$ cat src/rtl/div_unit.sv
// div_unit: iterative RV32M DIV/DIVU/REM/REMU, radix-2 restoring division on magnitudes
// followed by a one-cycle sign-fix step. Define DIV_BYPASS_EN to answer divide-by-zero and
// signed-overflow requests in the accepting cycle instead of running the full iteration.
module div_unit (
    input  logic        clk,
    input  logic        rst_n,
    input  logic        Start,
    input  logic [1:0]  DivOp,
    input  logic [31:0] Operand1,
    input  logic [31:0] Operand2,
    input  logic        Flush,
    output logic        Busy,
    output logic        Done,
    output logic [31:0] Result,
    output logic [1:0]  dbg_state
);

    typedef enum logic [1:0] {
        S_IDLE = 2'd0,
        S_CALC = 2'd1,
        S_FIX  = 2'd2
    } state_t;

    state_t      state_q, state_d;
    logic [4:0]  cnt_q, cnt_d;
    logic        busy_q, busy_d;
    logic        done_q, done_d;
    logic [31:0] result_q, result_d;
    logic [1:0]  op_q, op_d;
    logic [31:0] op1_q, op1_d;
    logic [31:0] dvsr_q, dvsr_d;
    logic [31:0] rem_q, rem_d;
    logic [31:0] quo_q, quo_d;
    logic        qneg_q, qneg_d;
    logic        rneg_q, rneg_d;
    logic        div0_q, div0_d;
    logic        ovf_q, ovf_d;

    logic        signed_op, a_neg, b_neg, in_div0, in_ovf, bypass_hit;
    logic [31:0] a_mag, b_mag;
    logic [32:0] shifted;
    logic [33:0] trial;
    logic [31:0] fixed_q, fixed_r, fix_val;

    // Architectural results for divide-by-zero and signed overflow.
    function automatic logic [31:0] special_val(input logic [1:0] op, input logic [31:0] a,
                                                input logic div0);
        if (div0)
            return op[1] ? a : 32'hFFFF_FFFF;
        return op[1] ? 32'h0000_0000 : 32'h8000_0000;
    endfunction

    assign signed_op = ~DivOp[0];
    assign a_neg     = signed_op & Operand1[31];
    assign b_neg     = signed_op & Operand2[31];
    assign a_mag     = a_neg ? -Operand1 : Operand1;
    assign b_mag     = b_neg ? -Operand2 : Operand2;
    assign in_div0   = (Operand2 == 32'h0);
    assign in_ovf    = signed_op && (Operand1 == 32'h8000_0000) && (Operand2 == 32'hFFFF_FFFF);

`ifdef DIV_BYPASS_EN
    assign bypass_hit = in_div0 | in_ovf;
`else
    assign bypass_hit = 1'b0;
`endif

    // 34-bit trial subtract: the shifted remainder can reach 33 bits for large unsigned divisors.
    assign shifted = {rem_q, quo_q[31]};
    assign trial   = {1'b0, shifted} - {2'b00, dvsr_q};

    assign fixed_q = qneg_q ? -quo_q : quo_q;
    assign fixed_r = rneg_q ? -rem_q : rem_q;
    assign fix_val = (div0_q || ovf_q) ? special_val(op_q, op1_q, div0_q)
                                       : (op_q[1] ? fixed_r : fixed_q);

    always_comb begin
        state_d  = state_q;
        cnt_d    = cnt_q;
        busy_d   = busy_q;
        done_d   = 1'b0;
        result_d = result_q;
        op_d     = op_q;
        op1_d    = op1_q;
        dvsr_d   = dvsr_q;
        rem_d    = rem_q;
        quo_d    = quo_q;
        qneg_d   = qneg_q;
        rneg_d   = rneg_q;
        div0_d   = div0_q;
        ovf_d    = ovf_q;

        if (Flush) begin
            state_d = S_IDLE;
            cnt_d   = 5'd0;
            busy_d  = 1'b0;
        end else begin
            case (state_q)
                S_IDLE: begin
                    if (Start) begin
                        op_d   = DivOp;
                        op1_d  = Operand1;
                        dvsr_d = b_mag;
                        quo_d  = a_mag;
                        rem_d  = 32'h0;
                        qneg_d = (DivOp == 2'b00) && (a_neg ^ b_neg);
                        rneg_d = (DivOp == 2'b10) && a_neg;
                        div0_d = in_div0;
                        ovf_d  = in_ovf;
                        if (bypass_hit) begin
                            result_d = special_val(DivOp, Operand1, in_div0);
                            done_d   = 1'b1;
                        end else begin
                            state_d = S_CALC;
                            cnt_d   = 5'd0;
                            busy_d  = 1'b1;
                        end
                    end
                end
                S_CALC: begin
                    if (!trial[33]) begin
                        rem_d = trial[31:0];
                        quo_d = {quo_q[30:0], 1'b1};
                    end else begin
                        rem_d = shifted[31:0];
                        quo_d = {quo_q[30:0], 1'b0};
                    end
                    cnt_d = cnt_q + 5'd1;
                    if (cnt_q == 5'd31)
                        state_d = S_FIX;
                end
                S_FIX: begin
                    result_d = fix_val;
                    done_d   = 1'b1;
                    busy_d   = 1'b0;
                    state_d  = S_IDLE;
                end
                default: begin
                    state_d = S_IDLE;
                    busy_d  = 1'b0;
                end
            endcase
        end
    end

    always_ff @(posedge clk or negedge rst_n) begin
        if (!rst_n) begin
            state_q  <= S_IDLE;
            cnt_q    <= 5'd0;
            busy_q   <= 1'b0;
            done_q   <= 1'b0;
            result_q <= 32'h0;
            op_q     <= 2'b00;
            op1_q    <= 32'h0;
            dvsr_q   <= 32'h0;
            rem_q    <= 32'h0;
            quo_q    <= 32'h0;
            qneg_q   <= 1'b0;
            rneg_q   <= 1'b0;
            div0_q   <= 1'b0;
            ovf_q    <= 1'b0;
        end else begin
            state_q  <= state_d;
            cnt_q    <= cnt_d;
            busy_q   <= busy_d;
            done_q   <= done_d;
            result_q <= result_d;
            op_q     <= op_d;
            op1_q    <= op1_d;
            dvsr_q   <= dvsr_d;
            rem_q    <= rem_d;
            quo_q    <= quo_d;
            qneg_q   <= qneg_d;
            rneg_q   <= rneg_d;
            div0_q   <= div0_d;
            ovf_q    <= ovf_d;
        end
    end

    assign Busy      = busy_q;
    assign Done      = done_q;
    assign Result    = result_q;
    assign dbg_state = state_q;

endmodule

$ cat config.mk
export PLATFORM = sky130hd
export DESIGN_NAME = div_unit
export DESIGN_NICKNAME = d
export VERILOG_FILES = /design/src/rtl/div_unit.sv
export SDC_FILE = /design/constraint.sdc
export NUM_CORES = 1
export LEC_CHECK = 0
export CORE_MARGIN = 4
export CORE_UTILIZATION = 40
export DETAILED_ROUTE_END_ITERATION = 7
export PLACE_DENSITY = 0.69
export SYNTH_ARGS = -nofsm -noshare
export SYNTH_HDL_FRONTEND = slang
export SYNTH_SLANG_ARGS = --single-unit
$ cat constraint.sdc
create_clock -name clk -period 3.9 [get_ports clk]
set_clock_uncertainty 0.2 [all_clocks]
set_input_delay 0.78 -clock clk [delete_from_list [all_inputs] [get_ports clk]]
set_output_delay 0.78 -clock clk [all_outputs]
set_load 0.02 [all_outputs]
==> impl_metrics.yaml, run 1 <==
timing:
  tightest_slew_ns: 0.937
  tns_ns: 0
  drv_slew: 0
  min_period_over_period: 0.904
  fmax_mhz: 284
  finalHoldViolations: 0
  layout_setup_ws_ns: 0.375
  whs_ns: 0.169
  relSlewSlack: 0.375
  final-setup-viol-count: 0
  grt_setup_unrepaired: "false"
  period_needed_ns: 3.52
global_route:
  grt_max_degree: 70
  first_global_vias: 10900
  overflow: 0
  antenna_found_initial: 0
  track_usage: 0.228
  grt_pass1_wl_um: 61200
floorplanning:
  fp.dieArea_um2: 33300
  initial_core_util: 0.408
  core_area_um2: 29800
  fp.dieW_um: 182
  io_pins: 106
  row_count: 63
  fp.dieH_um: 182
logic_synthesis:
  syn_area_per_cell_um2: 8.05
  synth_cell_types: 76
  synth_fp_nets: 1620
  syn_area_um2: 12200
  synthCells: 1510
  synthTopCellsByCount: "259 x nand2_1, 174 x dfrtp_1, 148 x o21ai_0"
  synth_top_area_cell: "dfrtp_1"
  synth.most_common_cell: "nand2_1"
  yosys_warnings: 0
  synthArstFlopShare: 1.00
  synth_ff_type: "dfrtp_1"
  ys_ff_latch: 174
  synth.top_cell.area_share: 0.358
  synth_edf_count: 0
  ys_seq_area_frac: 0.358
  synthTopCellsByArea: "dfrtp_1 36%, nand2_1 8.0%, o21ai_0 6.1%"
placement:
  place_ws_ns: 0.119
  portBuffers: 105
  hpwl_um: 29100
  gp_congestion: 0.911
power:
  ir_drop_uv: 248
  power.density_nw_per_um2: 411
  power.leakage_uw: 0.00625
finish:
  drive_gt1_frac: 0.0709
  nNetsFinal: 1704
  synthToLayoutAreaGrowth_pct: 18.7
  n_antenna_cell: 0
  fin_util: 0.484
drt:
  first_pass_iters: 8
  wirelength_um: 38500
  met2WireLength_um: 17000
  via_count: 11600
  avgRoutedWirePerCell_um: 19.3
  drtIter0Drc: 995
  wl_met1_um: 17900
  wl_met3_um: 2790
  drc_errors: 0
  via_per_inst: 5.82
  ant_nets: 0
  top_layer: "met4"
critical_path:
  crit_fanout: 4
  end_kind: "flip-flop"
  critPathArrivalTime_ns: 3.65
  start_kind: "flip-flop"
  worstPathRequired_ns: 4.02
  worst-setup-path-type: "flip-flop to flip-flop"
clock_network:
  cts_tree: "built"
  path_clk_slew_ns: 0.07
  root_buffer: "clkbuf_16"
  cts_max_level: 4
  cts_setup_buffers: 0
  clock_latency_ns: 0.45
  cts_sinks: 174
  clockBufferDepth: 2
  cts-hold-fix-buffers: 0
  numCtsBuffers: 17
job:
  cap_violations: 0
min_path:
  hold_class: "input pin to async pin"
outcome:
  status: "finished, final reports clean"
repair_timing:
item,in CTS,in global routing
endpoints found under the setup margin,0,1
endpoints found under the hold margin,0,0
resized for setup,0,1
cell families (layout without fill, tap and decap cells):
group / count (synthesis) / in the layout / share of synthesized area
flops: 174 / 174 / 0.358
fa+ha+maj: 40 / 40 / 0.0418
xor+xnor: 136 / 136 / 0.0980
compound gates: 452 / 452 / 0.233
simple gates: 536 / 536 / 0.205
mux: 21 / 21 / 0.0174
buf+inv: 151 / 248 / 0.0475
state kept, by name (all words and copies together) (netlist names):
signal,flops
Busy,1
Done,1
Result,32
cnt_q,5
dbg_state,2
div0_q,1
dvsr_q,32
op1_q,32
op_q,1
ovf_q,1
qneg_q,1
quo_q,32
rem_q,32
rneg_q,1
placed cells by master, fill, tap and decap left out, drive strengths merged, types with 21 or more instances in the layout:
cell type,n
nand2,259
o21ai,181
dfrtp,174
clkdlybuf4s50,104
nor2,100
a21oi,95
xnor2,69
xor2,67
inv,66
buf,52
ha,39
o31ai,36
nor3,26
nand3,23
or3,21
metrics by stage:
step	total power [uW]	std cells	cell area [um2]
floorplan	3430	1510	12200
global placement	4010	1965	13800
detailed placement	4050	1965	13800
CTS	5910	1997	14400
global route	6230	1997	14400
finish	5930	1997	14400
cell type report:
cell class | count | area (um2)
Clock buffer | 20 | 457
Clock inverter | 12 | 170
Timing Repair Buffer | 156 | 1470
Multi-Input combinational cell | 1185 | 7260
Sequential cell | 174 | 4350
Fill cell | 2895 | 15400
Inverter | 60 | 225
Tap cell | 390 | 488
critical path, cell delays in order (launching register included):
cell	delay, ns
dfrtp_1	0.45
ha_1	0.25
inv_1	0.07
fa_1	0.24
a211oi_1	0.09
o31ai_1	0.54
o2111ai_1	0.31
a211oi_1	0.57
o311ai_0	0.28
a21oi_1	0.18
nand4b_1	0.13
nand3_1	0.08
layer usage:
metal	vias to the layer above	track usage
met5	-	0
met4	0	0.0615
met3	53	0.0444
met2	444	0.347
met1	5584	0.333
li1	5546	-
power breakdown:
part	internal (uW)	switching, uW	leakage [uW]
registers	2020	282	0.00227
logic	701	1050	0.00366
clock network	1060	813	0.000310
total	3790	2150	0.00625
final timing paths:
check                            from         end  slack, ns  cells after the start
setup reg to reg            dvsr_q[0]   rem_q[24]       0.38                     11
setup / recovery            dvsr_q[0]   rem_q[24]       0.38                     11
hold / removal                  rst_n  dvsr_q[20]       0.17                      1
max in group asynchronous       rst_n    op1_q[2]       2.49                      2
min in group clk           Result[10]  Result[10]       0.28                      2
hold reg to reg            Result[10]  Result[10]       0.28                      2
Note: power is estimated with default switching activity, not from simulation.
==> run 2, diff against run 1 <==
- CTS_CLUSTER_DIAMETER: not set -> 30
- MAX_ROUTING_LAYER: not set -> met4
==> impl_metrics.yaml, run 2 (synthesized netlist as in run 1, its figures left out) <==
timing:
  tightest_slew_ns: 0.952
  finalHoldViolations: 0
  period_needed_ns: 3.51
  fmax_mhz: 285
  tns_ns: 0
  final-setup-viol-count: 0
  grt_setup_unrepaired: "false"
  drv_slew: 0
  min_period_over_period: 0.900
  relSlewSlack: 0.366
finish:
  drive_gt1_frac: 0.0686
  fillers: 2908
  final_common_cell: "nand2_1"
  synthToLayoutAreaGrowth_pct: 18.3
  nNetsFinal: 1700
  stdcell_area_um2: 14400
  stdcell_count: 1993
  n_antenna_cell: 0
  final_cell_mix: "258 x nand2_1, 174 x dfrtp_1, 148 x o21ai_0, 104 x clkdlybuf4s50_1, 99 x nor2_1"
clock_network:
  cts_sinks: 174
  path_clk_slew_ns: 0.08
  cts_setup_buffers: 0
  cts_max_level: 4
  clock_latency_ns: 0.45
  cts_tree: "built"
  root_buffer: "clkbuf_16"
  clockBufferDepth: 2
  post_cts_resized: 0
  numCtsBuffers: 17
  cts-hold-fix-buffers: 0
global_route:
  antenna_found_initial: 0
  first_global_vias: 11000
  track_usage: 0.237
  overflow: 0
  grt_max_degree: 79
  grt_pass1_wl_um: 61700
critical_path:
  crit_path_frequent_cell: "inv_1"
  critPathArrivalTime_ns: 3.68
  critPathMaxStageDelay_ns: 0.42
  worstPathRequired_ns: 4.07
  rr_worst_depth: 12
  start_kind: "flip-flop"
  crit_fanout: 4
  critPathSlowestCell: "fa_1"
  worstPathCellList: "inv_1 > ha_1 > inv_1 > fa_1 > a211oi_1 > o31ai_1 > o2111ai_1 > a21oi_1 > o21ai_0 > a21boi_0 > nor4b_1 > nand2b_1"
  worst-setup-path-type: "flip-flop to flip-flop"
  reg2reg_setup_slack_ns: 0.39
  r2r_start: "quo_q[31]"
  r2r-end: "rem_q[28]"
  end_kind: "flip-flop"
floorplanning:
  fp.dieH_um: 182
  io_pins: 106
  initial_core_util: 0.408
  fp.dieArea_um2: 33300
  fp.dieW_um: 182
  core_area_um2: 29800
  row_count: 63
drt:
  drtIter0Drc: 1060
  ant_nets: 0
  drc_errors: 0
  avgRoutedWirePerCell_um: 19.4
  via_count: 11700
  via_per_inst: 5.87
  first_pass_iters: 5
  wirelength_um: 38700
placement:
  placed_cells: 1961
  hpwl_um: 29300
  placed_cell_area_um2: 13800
  gp_congestion: 0.932
  portBuffers: 105
power:
  power.leakage_uw: 0.00622
  power.density_nw_per_um2: 408
  ir_drop_uv: 243
min_path:
  hold_class: "input pin to async pin"
outcome:
  status: "finished, final reports clean"
job:
  cap_violations: 0
==> run 2: cell types whose count changed in the layout (fill, tap and decap cells not counted), sizes merged <==
cell	before	now
clkbuf	20	17
bufinv	3	1
clkinvlp	0	1
clkinv	3	8
buf	52	48
inv	66	65
==> run 2: stage by stage <==
step | hold WS, ns | util | power, uW | setup slack, ns
floorplan | 0.233 | - | 3430 | 0.753
global placement | 0.247 | 0.462 | 4010 | 0.144
detailed placement | 0.258 | 0.462 | 4050 | 0.0724
CTS | 0.223 | 0.483 | 5850 | 0.406
global route | 0.254 | 0.483 | 6180 | 0.133
finish | 0.170 | 0.483 | 5860 | 0.390
==> run 2: how the worst max path moves through the flow <==
stage	to	cells after the start	slack, ns	startpoint
finish	rem_q[28]	12	0.39	quo_q[31]
global route	rem_q[30]	12	0.13	quo_q[31]
CTS	rem_q[28]	12	0.41	quo_q[31]
detailed placement	dvsr_q[22]	11	0.07	Operand2[1]
global placement	quo_q[25]	9	0.14	Operand1[11]
floorplan	quo_q[25]	8	0.75	Operand1[10]
==> run 2: layout make-up <==
class	count	area, um2	area share
Multi-Input combinational cell	1185	7260	0.504
Inverter	60	225	0.0157
Clock inverter	15	194	0.0135
Clock buffer	17	425	0.0296
Tap cell	390	488	0.0339
Sequential cell	174	4350	0.303
Timing Repair Buffer	152	1440	0.100
==> run 2: routing by layer <==
metal / vias up / global-route usage / part of all wire
met5: - / - / 0
met4: 0 / 0.0702 / 0.023
met3: 61 / 0.0261 / 0.069
met2: 463 / 0.347 / 0.44
met1: 5644 / 0.347 / 0.47
li1: 5533 / - / -
==> run 2: power breakdown <==
part | leakage (uW) | switching, uW | internal (uW)
sequential | 0.00227 | 287 | 2020
combinational | 0.00365 | 1050 | 697
clock | 0.000297 | 881 | 928
total | 0.00622 | 2220 | 3640
==> run 2: critical path: cells and delay by family, from the launching register on <==
kind | cells | cell delay [ns]
AOI/OAI and AO/OA | 6 | 1.65
adders and majority gates | 2 | 0.61
buffers and inverters | 2 | 0.18
and+or+nand+nor | 2 | 0.43
DFF | 1 | 0.37
